## src/rtl/switch_pkg.sv

```systemverilog
// Shared types and constants for the switch debounce/toggle bank.
// Latency: none (declarations only). Backpressure: none.
package switch_pkg;

    typedef enum logic [1:0] {
        ST_IDLE = 2'd0,
        ST_HELD = 2'd1,
        ST_LONG = 2'd2
    } sw_state_t;

    localparam int EDGE_RELEASE = 0;
    localparam int EDGE_PRESS   = 1;

    // Defaults sized for a 25 MHz board clock: 10 ms debounce, 1 s long press.
    localparam int DEF_DEBOUNCE_LIMIT = 250000;
    localparam int DEF_CNT_W          = 18;
    localparam int DEF_LONG_LIMIT     = 25000000;
    localparam int DEF_LONG_W         = 25;

endpackage

```

## src/rtl/switch_channel.sv

```systemverilog
// One switch: 2-FF sync, debounce, edge detect, IDLE/HELD/LONG FSM, toggle bit.
// Latency: raw edge -> o_Stable after DEBOUNCE_LIMIT+2 clocks, o_Event/o_Toggle one clock later.
// Backpressure: none; long press exists only with SWITCH_LONG_PRESS_EN defined.
module switch_channel
    import switch_pkg::*;
#(
    parameter int DEBOUNCE_LIMIT = DEF_DEBOUNCE_LIMIT,
    parameter int CNT_W          = DEF_CNT_W,
    parameter int EDGE_SEL       = EDGE_RELEASE,
    parameter int PRESS_LEVEL    = 1,
    parameter int LONG_LIMIT     = DEF_LONG_LIMIT,
    parameter int LONG_W         = DEF_LONG_W
) (
    input  logic i_Clk,
    input  logic i_Rst_L,
    input  logic i_Switch,
    input  logic i_Clear,
    output logic o_Stable,
    output logic o_Event,
    output logic o_Toggle,
    output logic o_Long_Press
);

    localparam logic             PRESS_LVL = PRESS_LEVEL[0];
    localparam logic             ON_PRESS  = (EDGE_SEL == EDGE_PRESS);
    localparam logic [CNT_W-1:0] DB_LAST   = CNT_W'(DEBOUNCE_LIMIT - 1);

    if ((DEBOUNCE_LIMIT < 2) || ((DEBOUNCE_LIMIT >> CNT_W) != 0) ||
        (LONG_LIMIT < 1) || ((LONG_LIMIT >> LONG_W) != 0)) begin : g_bad_param
        $error("switch_channel: limit does not fit its counter width");
    end

    logic             sync_meta;
    logic             sync;
    logic [CNT_W-1:0] db_cnt;
    logic             prev;
    logic             edge_hit;
    logic             long_enter;
    sw_state_t        state;
    sw_state_t        state_nxt;

    always_ff @(posedge i_Clk) begin
        if (!i_Rst_L) begin
            sync_meta <= 1'b0;
            sync      <= 1'b0;
            db_cnt    <= '0;
            o_Stable  <= 1'b0;
            prev      <= 1'b0;
            o_Event   <= 1'b0;
            o_Toggle  <= 1'b0;
            state     <= ST_IDLE;
        end else begin
            sync_meta <= (i_Switch == PRESS_LVL);
            sync      <= sync_meta;
            if (sync == o_Stable) begin
                db_cnt <= '0;
            end else if (db_cnt == DB_LAST) begin
                o_Stable <= sync;
                db_cnt   <= '0;
            end else begin
                db_cnt <= db_cnt + CNT_W'(1);
            end
            prev    <= o_Stable;
            o_Event <= edge_hit;
            // Clear and long-press entry both override a coincident toggle flip.
            if (i_Clear || long_enter) begin
                o_Toggle <= 1'b0;
            end else if (edge_hit) begin
                o_Toggle <= ~o_Toggle;
            end
            state <= state_nxt;
        end
    end

    // A release that ends a long press is swallowed so the LED stays cleared.
    assign edge_hit = ON_PRESS ? (o_Stable & ~prev)
                               : (~o_Stable & prev & (state != ST_LONG));

`ifdef SWITCH_LONG_PRESS_EN
    localparam logic [LONG_W-1:0] LONG_LAST = LONG_W'(LONG_LIMIT - 1);
    logic [LONG_W-1:0] long_cnt;

    always_ff @(posedge i_Clk) begin
        if (!i_Rst_L || (state != ST_HELD)) begin
            long_cnt <= '0;
        end else if (long_cnt != LONG_LAST) begin
            long_cnt <= long_cnt + LONG_W'(1);
        end
    end

    assign long_enter = (state == ST_HELD) && o_Stable && (long_cnt == LONG_LAST);
`else
    assign long_enter = 1'b0;
`endif

    always_comb begin
        state_nxt = state;
        case (state)
            ST_IDLE: if (o_Stable) state_nxt = ST_HELD;
            ST_HELD: begin
                if (!o_Stable)       state_nxt = ST_IDLE;
                else if (long_enter) state_nxt = ST_LONG;
            end
            ST_LONG: if (!o_Stable) state_nxt = ST_IDLE;
            default: state_nxt = ST_IDLE;
        endcase
    end

    assign o_Long_Press = long_enter;

endmodule

```

## src/rtl/switch_toggle_bank.sv

```systemverilog
// NUM_CH independent debounced switch channels with event pulse and toggle bit each.
// Latency: raw edge -> o_Event/o_Toggle after DEBOUNCE_LIMIT+3 clocks; long press via SWITCH_LONG_PRESS_EN.
// Backpressure: none; every channel acts in the same cycle as its neighbours.
module switch_toggle_bank
    import switch_pkg::*;
#(
    parameter int NUM_CH         = 4,
    parameter int DEBOUNCE_LIMIT = DEF_DEBOUNCE_LIMIT,
    parameter int CNT_W          = DEF_CNT_W,
    parameter int EDGE_SEL       = EDGE_RELEASE,
    parameter int PRESS_LEVEL    = 1,
    parameter int LONG_LIMIT     = DEF_LONG_LIMIT,
    parameter int LONG_W         = DEF_LONG_W
) (
    input  logic              i_Clk,
    input  logic              i_Rst_L,
    input  logic [NUM_CH-1:0] i_Switch,
    input  logic [NUM_CH-1:0] i_Clear,
    output logic [NUM_CH-1:0] o_Stable,
    output logic [NUM_CH-1:0] o_Event,
    output logic [NUM_CH-1:0] o_Toggle,
    output logic [NUM_CH-1:0] o_Long_Press
);

    if ((NUM_CH < 1) || (NUM_CH > 16)) begin : g_bad_num_ch
        $error("switch_toggle_bank: NUM_CH must be 1..16");
    end

    for (genvar i = 0; i < NUM_CH; i++) begin : g_ch
        switch_channel #(
            .DEBOUNCE_LIMIT (DEBOUNCE_LIMIT),
            .CNT_W          (CNT_W),
            .EDGE_SEL       (EDGE_SEL),
            .PRESS_LEVEL    (PRESS_LEVEL),
            .LONG_LIMIT     (LONG_LIMIT),
            .LONG_W         (LONG_W)
        ) u_ch (
            .i_Clk        (i_Clk),
            .i_Rst_L      (i_Rst_L),
            .i_Switch     (i_Switch[i]),
            .i_Clear      (i_Clear[i]),
            .o_Stable     (o_Stable[i]),
            .o_Event      (o_Event[i]),
            .o_Toggle     (o_Toggle[i]),
            .o_Long_Press (o_Long_Press[i])
        );
    end

endmodule

```

## config.mk

```make
export PLATFORM = sky130hd
export DESIGN_NAME = switch_toggle_bank
export DESIGN_NICKNAME = d
export VERILOG_FILES = /design/src/rtl/switch_pkg.sv /design/src/rtl/switch_channel.sv /design/src/rtl/switch_toggle_bank.sv
export SDC_FILE = /design/constraint.sdc
export NUM_CORES = 1
export LEC_CHECK = 0
export CELL_PAD_IN_SITES_DETAIL_PLACEMENT = 1
export CELL_PAD_IN_SITES_GLOBAL_PLACEMENT = 2
export CORE_MARGIN = 10
export CORE_UTILIZATION = 35
export DETAILED_ROUTE_END_ITERATION = 16
export DONT_BUFFER_PORTS = 1
export PLACE_DENSITY_LB_ADDON = 0.1
export SLEW_MARGIN = 15
export SYNTH_ARGS = -nofsm -noshare
export SYNTH_HDL_FRONTEND = slang
export SYNTH_SLANG_ARGS = --single-unit
export TNS_END_PERCENT = 1
```

## constraint.sdc

```tcl
create_clock -name i_Clk -period 3.4 [get_ports i_Clk]
set_input_delay 0.68 -clock i_Clk [delete_from_list [all_inputs] [get_ports i_Clk]]
set_output_delay 0.68 -clock i_Clk [all_outputs]
set_load 0.02 [all_outputs]
```

==> Word-level counts from Yosys, hierarchy flattened <==
Index checks and enable logic that the tools add are counted.
{ "classes": {"addsub": 4, "eq_ne": 28, "muxes": 12, "bitwise_logic": 21, "n_reduce_logical": 24} }
{ "op_table": {"columns": ["operator", "n"], "rows": [
  ["adder 18 x 1 -> 18 bit (second input constant)", 4],
  ["== test 18 bit (second input constant)", 4],
  ["two-way mux 2 bit", 8],
  ["!= test 2 bit (second input constant)", 8],
  ["case mux 2 bit (2 select lines)", 4],
  ["AND reduction 2 bit", 8],
  ["OR reduction 2 bit", 8],
  ["NOT 1 bit", 13],
  ["OR reduction 3 bit", 4],
  ["AND 1 bit", 8],
  ["== test 2 x 1 -> 1 bit (second input constant)", 4],
  ["== test 2 bit (second input constant)", 4],
  ["zero test 2 bit", 4],
  ["!= test 2 x 1 -> 1 bit (second input constant)", 4],
  ["== test 1 bit", 4]
]} }
{ "totals": {"regBits": 104, "wordCells": 121} }

==> Logic depth before layout (Yosys ltp) <==
Gate-level depths: netlist of run 1.
{ "depth": {"word_depth": 4, "ltp_mapped": 6, "mapped_depth_nobuf": 5} }

==> By module <==
From an unflattened synthesis of run 1, not the netlist that was laid out.
{ "unflattened": {"hier_cells": 451, "hier_area_um2": 4171.5} }
{ "modules_own_cells": {"columns": ["mod", "n_inst", "cells_each", "area_each_um2", "seq_area_each_um2"], "rows": [
  ["switch_channel (g_ch[0].u_ch ...)", 3, 113, 1039.7, 480.5],
  ["switch_channel (g_ch[3].u_ch)", 1, 112, 1052.3, 480.5]
]} }

==> Least setup slack after synthesis of run 1 <==
No wires, ideal clock.
{ "synth_timing": {"path_kind": "register to register", "from": "register g_ch[0].u_ch.db_cnt[0]", "to": "register g_ch[0].u_ch.db_cnt[16]", "setup_time_ns": 0.115, "t_arrival_ns": 1.715, "required_ns": 3.285, "setup_slack_ns": 1.570, "stages_incl_launch_ff": 7, "n_path_buf": 1, "synth_period_minus_slack_ns": 1.830, "cell_sequence": "dfxtp_1 ha_1 nand3_2 or4_4 o211ai_4 buf_4 nor2_1"} }
{ "synth_between": {"elab_chain_len": 2} }
{ "synth_rtl": {"columns": ["item", "line_no", "source"], "rows": [
  ["start: declaration", "switch_channel.sv:35", "logic [CNT_W-1:0] db_cnt;"],
  ["start signal: assignment", "switch_channel.sv:61", "db_cnt <= db_cnt + CNT_W'(1);"],
  ["branches (longest 2 deep; another with adder 18 x 1 -> 18 bit)", null, null]
]} }
Several ways; the timed one is not identified.
A chain may end at the register's enable or synchronous reset.

==> Worst setup path after layout of run 1 <==
{ "layout_timing": {"from": "register g_ch[1].u_ch.db_cnt[9]", "to": "register g_ch[1].u_ch.db_cnt[16]"} }
{ "layout_between": {"elab_chain_len": 2} }
{ "layout_rtl": {"columns": ["item", "line_no"], "rows": [
  ["start: declaration", "switch_channel.sv:35"],
  ["start signal: assignment", "switch_channel.sv:61"],
  ["branches (longest 2 deep; another with adder 18 x 1 -> 18 bit)", null]
]} }
Several ways; the timed one is not identified.

==> run_results.csv, run 1 <==
group,metric,value,unit
layout,syn_to_final_growth,7.47,%
clock_network,postCtsSetupBuffers,0,
timing,fin_crit,2.10,ns
timing,rsz0062_at_grt,"no",
timing,final.setup.tns,0,ns
setup_path,r2r_slack,1.30,ns
logic_synthesis,syn_avg_cell_area,9.17,sq um
setup_path,arrival,2.31,ns
layout,mostFrequentLayoutCells,"96 x dfxtp_1, 71 x nor2_1, 36 x xor2_1",
placement,dp_slack,1.24,ns
worst_hold_path,worstHoldStart,"i_Clear[1]",
timing,fmax,475,MHz
worst_hold_path,worstHoldPathCells,1,
clock_network,clock_latency,0.35,ns
floorplanning,io_pins,26,
clock_network,htreeDepth,3,
routing,wl,8.77,mm
clock_network,cts_resized,0,
floorplanning,core.rowCount,40,
global_route,grt_pass1_vias,2958,
global_route,track_usage,11.0,%
setup_path,timing.rr.start,"g_ch[1].u_ch.db_cnt[9]",
logic_synthesis,synth_seq_cells,96,
layout,fillers,1367,
global_route,antenna_found_initial,2,
floorplanning,dieArea,17000,sq um
power_and_ir_drop,ir_drop,231,uV
logic_synthesis,ys_seq_area_share,45.2,%
layout,drive_gt1_share,6.19,%
timing,tightest_slew,0.950,ns
logic_synthesis,synthArstFlopShare,0,%
logic_synthesis,syn_area,4250,sq um
routing,drtIter0Drc,122,
logic_synthesis,synthCells,464,
logic_synthesis,yosysUniqueCellTypes,39,
floorplanning,die_w,130,um
power_and_ir_drop,powerDensity,482,nW/um^2
timing,hold_viol_final,0,
logic_synthesis,synth_warnings,0,
timing,worst_clock_skew,0.00359,ns
setup_path,critical_path_class,"reg -> reg",
placement,portBuffers,0,
placement,place_hpwl,6.10,mm
routing,dr_total_vias,2972,
timing,fin_ws,1.30,ns
timing,maxSlewHeadroom,36.4,%
run_status,status,"finished, final reports clean",
layout,final_common_cell,"dfxtp_1",
timing,setup_viol,0,
setup_path,startpoint_type,"register",
clock_network,path_clk_slew,0.07,ns
worst_hold_path,hold_path_class,"in -> reg",
global_route,grt_pass1_wl,14.7,mm
clock_network,numClockSinks,96,
setup_path,ff2ff_path_depth,4,
global_route,grt_max_degree,33,
clock_network,clk_path_buf_depth,2,
routing,final_antenna_net_count,0,
floorplanning,core_area,12000,sq um
floorplanning,initial_core_util,35.6,%
setup_path,r2r-end,"g_ch[1].u_ch.db_cnt[16]",
job,maxCapViolations,0,
routing,firstDrtPassIters,4,
floorplanning,die_h,130,um
logic_synthesis,ys.flop_type,"dfxtp_1",
timing,fin_crit_sh,61.9,%
routing,routed_via_density,4.95,
setup_path,cp_max_fo,17,
routing,post-route-drc-count,0,
timing,maxSlewViolCount,0,
power_and_ir_drop,p_leak,0.00150,uW
global_route,overflow,0,
worst_hold_path,min_to,"g_ch[1].u_ch.o_Toggle",
layout,nets,461,
setup_path,cp-end-kind,"register",
routing,wl_per_cell,14.6,um
clock_network,cts_tree,"built",
placement,gp_congestion,0.719,
setup_path,worst_ep_required_time,3.60,ns
clock_network,root_buffer,"clkbuf_16",
clock_network,numCtsBuffers,9,
logic_synthesis,synth-edff-count,0,
clock_network,ctsHoldBuffers,0,
[synthesized netlist by cell type (4+ instances only)]
| cell type | instances | area share [%] |
|---|---|---|
| xor2_1 | 36 | 7.4 |
| xnor2_1 | 31 | 6.4 |
| nor4b_1 | 4 | 0.82 |
| nand4_1 | 24 | 3.5 |
| nor2_1 | 71 | 6.3 |
| and2_1 | 18 | 2.6 |
| a21oi_1 | 4 | 0.47 |
| and4_1 | 7 | 1.4 |
| and3_1 | 8 | 1.2 |
| nand3_1 | 22 | 2.6 |
| nand2_1 | 29 | 2.6 |
| ha_1 | 4 | 1.2 |
| nor4_1 | 18 | 2.6 |
| nor3b_1 | 4 | 0.71 |
| mux2i_1 | 4 | 0.94 |
| buf_4 | 17 | 3.0 |
| dfxtp_1 | 96 | 45 |
| nor2b_1 | 4 | 0.59 |
| inv_1 | 13 | 1.1 |
| buf_2 | 5 | 0.59 |
| nor3_1 | 10 | 1.2 |
| clkbuf_1 | 8 | 0.71 |
[routing by layer]
| metal | global-route usage, % | share of wire, % | vias to the layer above | wire [um] |
|---|---|---|---|---|
| met4 | 3.37 | 1.2 | 0 | 102 |
| met5 | 0 | 0 | - | 0 |
| met1 | 13.7 | 49 | 1403 | 4280 |
| met2 | 16.6 | 44 | 30 | 3890 |
| met3 | 5.03 | 5.7 | 7 | 497 |
| li1 | - | - | 1532 | - |
[power by group]
part | switching [uW] | internal, uW
clock network | 440 | 611
registers | 3.15 | 1130
logic | 14.4 | 7.22
total | 458 | 1750
[metrics by stage]
stage,power (uW),instance area (sq um),utilization [%],hold WS (ns),instances
after floorplan,1180,4270,-,0.412,467
after global placement,1180,4260,35.6,0.416,583
after detailed placement,1180,4260,35.6,0.423,583
after CTS,2250,4570,38.2,0.379,599
after global routing,2300,4570,38.2,0.379,599
final,2210,4570,38.2,0.396,601
[sequential cells by signal, indices dropped and copies added, names as in the netlist]
| register | flops |
|---|---|
| g_ch.u_ch.o_Toggle | 4 |
| g_ch.u_ch.sync | 4 |
| g_ch.u_ch.prev | 4 |
| g_ch.u_ch.o_Stable | 4 |
| g_ch.u_ch.o_Event | 4 |
| g_ch.u_ch.db_cnt | 72 |
| g_ch.u_ch.sync_meta | 4 |
[logic make-up (layout without fill, tap and decap cells)]
kind of cell | count (synthesis) | after routing | synth area share (%)
buf+inv | 45 | 30 | 5.82
other cells | 1 | 6 | 0.0882
simple gates | 233 | 233 | 29.5
fa+ha+maj | 4 | 4 | 1.18
xor+xnor | 67 | 67 | 13.8
mux | 4 | 4 | 0.941
compound gates | 14 | 14 | 3.47
flops | 96 | 96 | 45.2
[cell type report]
type / instances / area [sq um] / share of cell area, %
inverter: 13 / 48.8 / 1.07
antenna: 2 / 5.00 / 0.109
tap: 147 / 184 / 4.02
timing repair buffer: 1 / 7.51 / 0.164
sequential: 96 / 1920 / 42.0
multi-input combinational: 326 / 2100 / 45.8
clock buffer: 12 / 256 / 5.61
clock inverter: 4 / 52.6 / 1.15
[worst max path at each step]
stage	from	slack, ns	end	cells after the start
2_1_floorplan	g_ch[0].u_ch.db_cnt[0]	1.57	g_ch[0].u_ch.db_cnt[16]	6
4_1_cts	g_ch[1].u_ch.db_cnt[9]	1.23	g_ch[1].u_ch.db_cnt[16]	4
6_report	g_ch[1].u_ch.db_cnt[9]	1.30	g_ch[1].u_ch.db_cnt[16]	4
3_5_place_dp	g_ch[1].u_ch.db_cnt[9]	1.24	g_ch[1].u_ch.db_cnt[10]	4
5_1_grt	g_ch[1].u_ch.db_cnt[9]	0.97	g_ch[1].u_ch.db_cnt[16]	4
3_3_place_gp	g_ch[1].u_ch.db_cnt[9]	1.30	g_ch[1].u_ch.db_cnt[7]	4
[worst max-delay path, stage by stage, from the launching register on]
cell     delay (ns)
dfxtp_1        0.42
nor4b_1        0.34
nand2_1        0.16
o41ai_4        0.92
nor2_1         0.11
(Power assumes the default switching activity.)
==> run 2: changes to the inputs <==
==> constraint.sdc (replaced) <==
create_clock -name i_Clk -period 2 [get_ports i_Clk]
set_input_delay 0.4 -clock i_Clk [delete_from_list [all_inputs] [get_ports i_Clk]]
set_output_delay 0.4 -clock i_Clk [all_outputs]
set_load 0.02 [all_outputs]
==> run 2 against run 1 <==
  * First-iteration DRC count fell by 31%
  * Largest power group unchanged
  * Maximum frequency grew 20%
  * Setup slack got worse by 1.0 ns
  * Count of clock-buffer cells in the layout up 2
  * Non-clock buffer count rose by 13
  * Largest cell class unchanged
==> run_results.csv, run 2 (synthesized netlist as in run 1, its figures left out) <==
group,metric,value,unit
clock_network,clock_latency,0.34,ns
floorplanning,core_area,12000,sq um
clock_network,htreeDepth,3,
worst_hold_path,worstHoldPathCells,1,
clock_network,root_buffer,"clkbuf_16",
routing,drtIter0Drc,84,
floorplanning,io_pins,26,
layout,multi_input_area,2100,sq um
routing,post-route-drc-count,0,
routing,wl,8.85,mm
timing,final.setup.tns,0,ns
timing,worst_clock_skew,0.00556,ns
setup_path,cp-end-kind,"register",
layout,largest_register_ffs,72,
global_route,grt_max_degree,33,
layout,seq_area,1920,sq um
routing,final_antenna_net_count,0,
job,maxCapViolations,0,
timing,rsz0062_at_grt,"no",
power_and_ir_drop,ir_drop,427,uV
run_status,status,"finished, final reports clean",
power_and_ir_drop,p_seq_share,51.1,%
power_and_ir_drop,p_leak,0.00158,uW
timing,fmax,571,MHz
global_route,overflow,0,
layout,nets,474,
setup_path,critical_path_class,"reg -> reg",
timing,fin_crit,1.75,ns
setup_path,ff2ff_path_depth,4,
global_route,track_usage,11.3,%
routing,wl_per_cell,14.4,um
global_route,grt_pass1_vias,3178,
power_and_ir_drop,p_switching,730,uW
power_and_ir_drop,combPwrFrac,1.1,%
routing,routed_via_density,5.07,
layout,mostFrequentLayoutCells,"96 x dfxtp_1, 71 x nor2_1, 36 x xor2_1",
clock_network,cts_resized,0,
setup_path,worst_ep_required_time,2.28,ns
setup_path,arrival,2.03,ns
routing,dr_total_vias,3115,
clock_network,numClockSinks,96,
clock_network,ctsHoldBuffers,0,
layout,fillers,1394,
timing,fin_crit_sh,87.6,%
setup_path,startpoint_type,"register",
power_and_ir_drop,powerDensity,804,nW/um^2
clock_network,cts_tree,"built",
placement,portBuffers,0,
clock_network,path_clk_slew,0.06,ns
global_route,grt_pass1_wl,15.5,mm
worst_hold_path,hold_path_class,"in -> reg",
layout,final_common_cell,"dfxtp_1",
floorplanning,core.rowCount,40,
global_route,antenna_found_initial,2,
routing,firstDrtPassIters,4,
clock_network,numCtsBuffers,9,
placement,gp_congestion,0.743,
layout,stdcell_count,614,
floorplanning,die_w,130,um
setup_path,cp_max_fo,8,
clock_network,postCtsSetupBuffers,0,
placement,place_hpwl,6.39,mm
timing,hold_viol_final,0,
placement,post-place-cells,596,
power_and_ir_drop,intPower,3040,uW
timing,setup_viol,0,
layout,syn_to_final_growth,10.3,%
layout,top_register,"g_ch.u_ch.db_cnt",
floorplanning,die_h,130,um
layout,drive_gt1_share,8.82,%
floorplanning,initial_core_util,35.6,%
timing,maxSlewViolCount,0,
power_and_ir_drop,clkPwrFrac,47.8,%
power_and_ir_drop,sw_frac_of_total,19.4,%
clock_network,clk_path_buf_depth,2,
floorplanning,dieArea,17000,sq um
## run 2: worst paths after layout
path	slack (ns)	to	startpoint
worst max-delay path	0.25	g_ch[0].u_ch.db_cnt[17]	g_ch[0].u_ch.db_cnt[6]
worst min-delay path	0.13	g_ch[1].u_ch.o_Toggle	i_Clear[1]
worst max register to register	0.25	g_ch[0].u_ch.db_cnt[17]	g_ch[0].u_ch.db_cnt[6]
worst min register to register	0.44	g_ch[2].u_ch.sync	g_ch[2].u_ch.sync_meta
## run 2: worst max-delay path, stage by stage, from the launching register on
cell and delay, ns:
dfxtp_1 0.48, nand4_4 0.19, or4_1 0.56, or3_1 0.34, a21oi_2 0.13
## run 2: power groups by stage
stage / Combinational (uW) / Sequential, uW / Clock, uW
final: 42.2 / 1930 / 1800
after global routing: 48.0 / 1930 / 1970
after global placement: 42.0 / 1970 / 0
after CTS: 43.3 / 1930 / 1890
after detailed placement: 42.8 / 1970 / 0
after floorplan: 43.7 / 1970 / 0
## run 2: metrics by stage
stage | hold slack (ns) | setup slack [ns] | cell area [sq um] | util (%) | total power [uW]
2_1_floorplan | 0.412 | 0.170 | 4270 | - | 2010
3_3_place_gp | 0.418 | 0.294 | 4370 | 36.5 | 2010
3_5_place_dp | 0.422 | 0.258 | 4370 | 36.5 | 2010
4_1_cts | 0.105 | 0.238 | 4690 | 39.2 | 3860
5_1_grt | 0.101 | 0.118 | 4690 | 39.2 | 3940
6_report | 0.126 | 0.248 | 4690 | 39.2 | 3770
## run 2: final cells by class
type                    count  area share, %
repair buffers             14           2.51
clock buffers              14           6.05
flip-flops and latches     96           41.0
inverters                  13           1.04
clock inverters             2          0.747
diodes                      2          0.107
multi-input cells         326           44.7
well taps                 147           3.92
## run 2: routing by layer
| metal | up-vias | global-route usage, % | wire (um) |
|---|---|---|---|
| li1 | 1561 | - | - |
| met1 | 1513 | 13.8 | 4240 |
| met3 | 8 | 4.34 | 430 |
| met2 | 33 | 17.9 | 4060 |
| met5 | - | 0 | 0 |
| met4 | 0 | 3.97 | 115 |
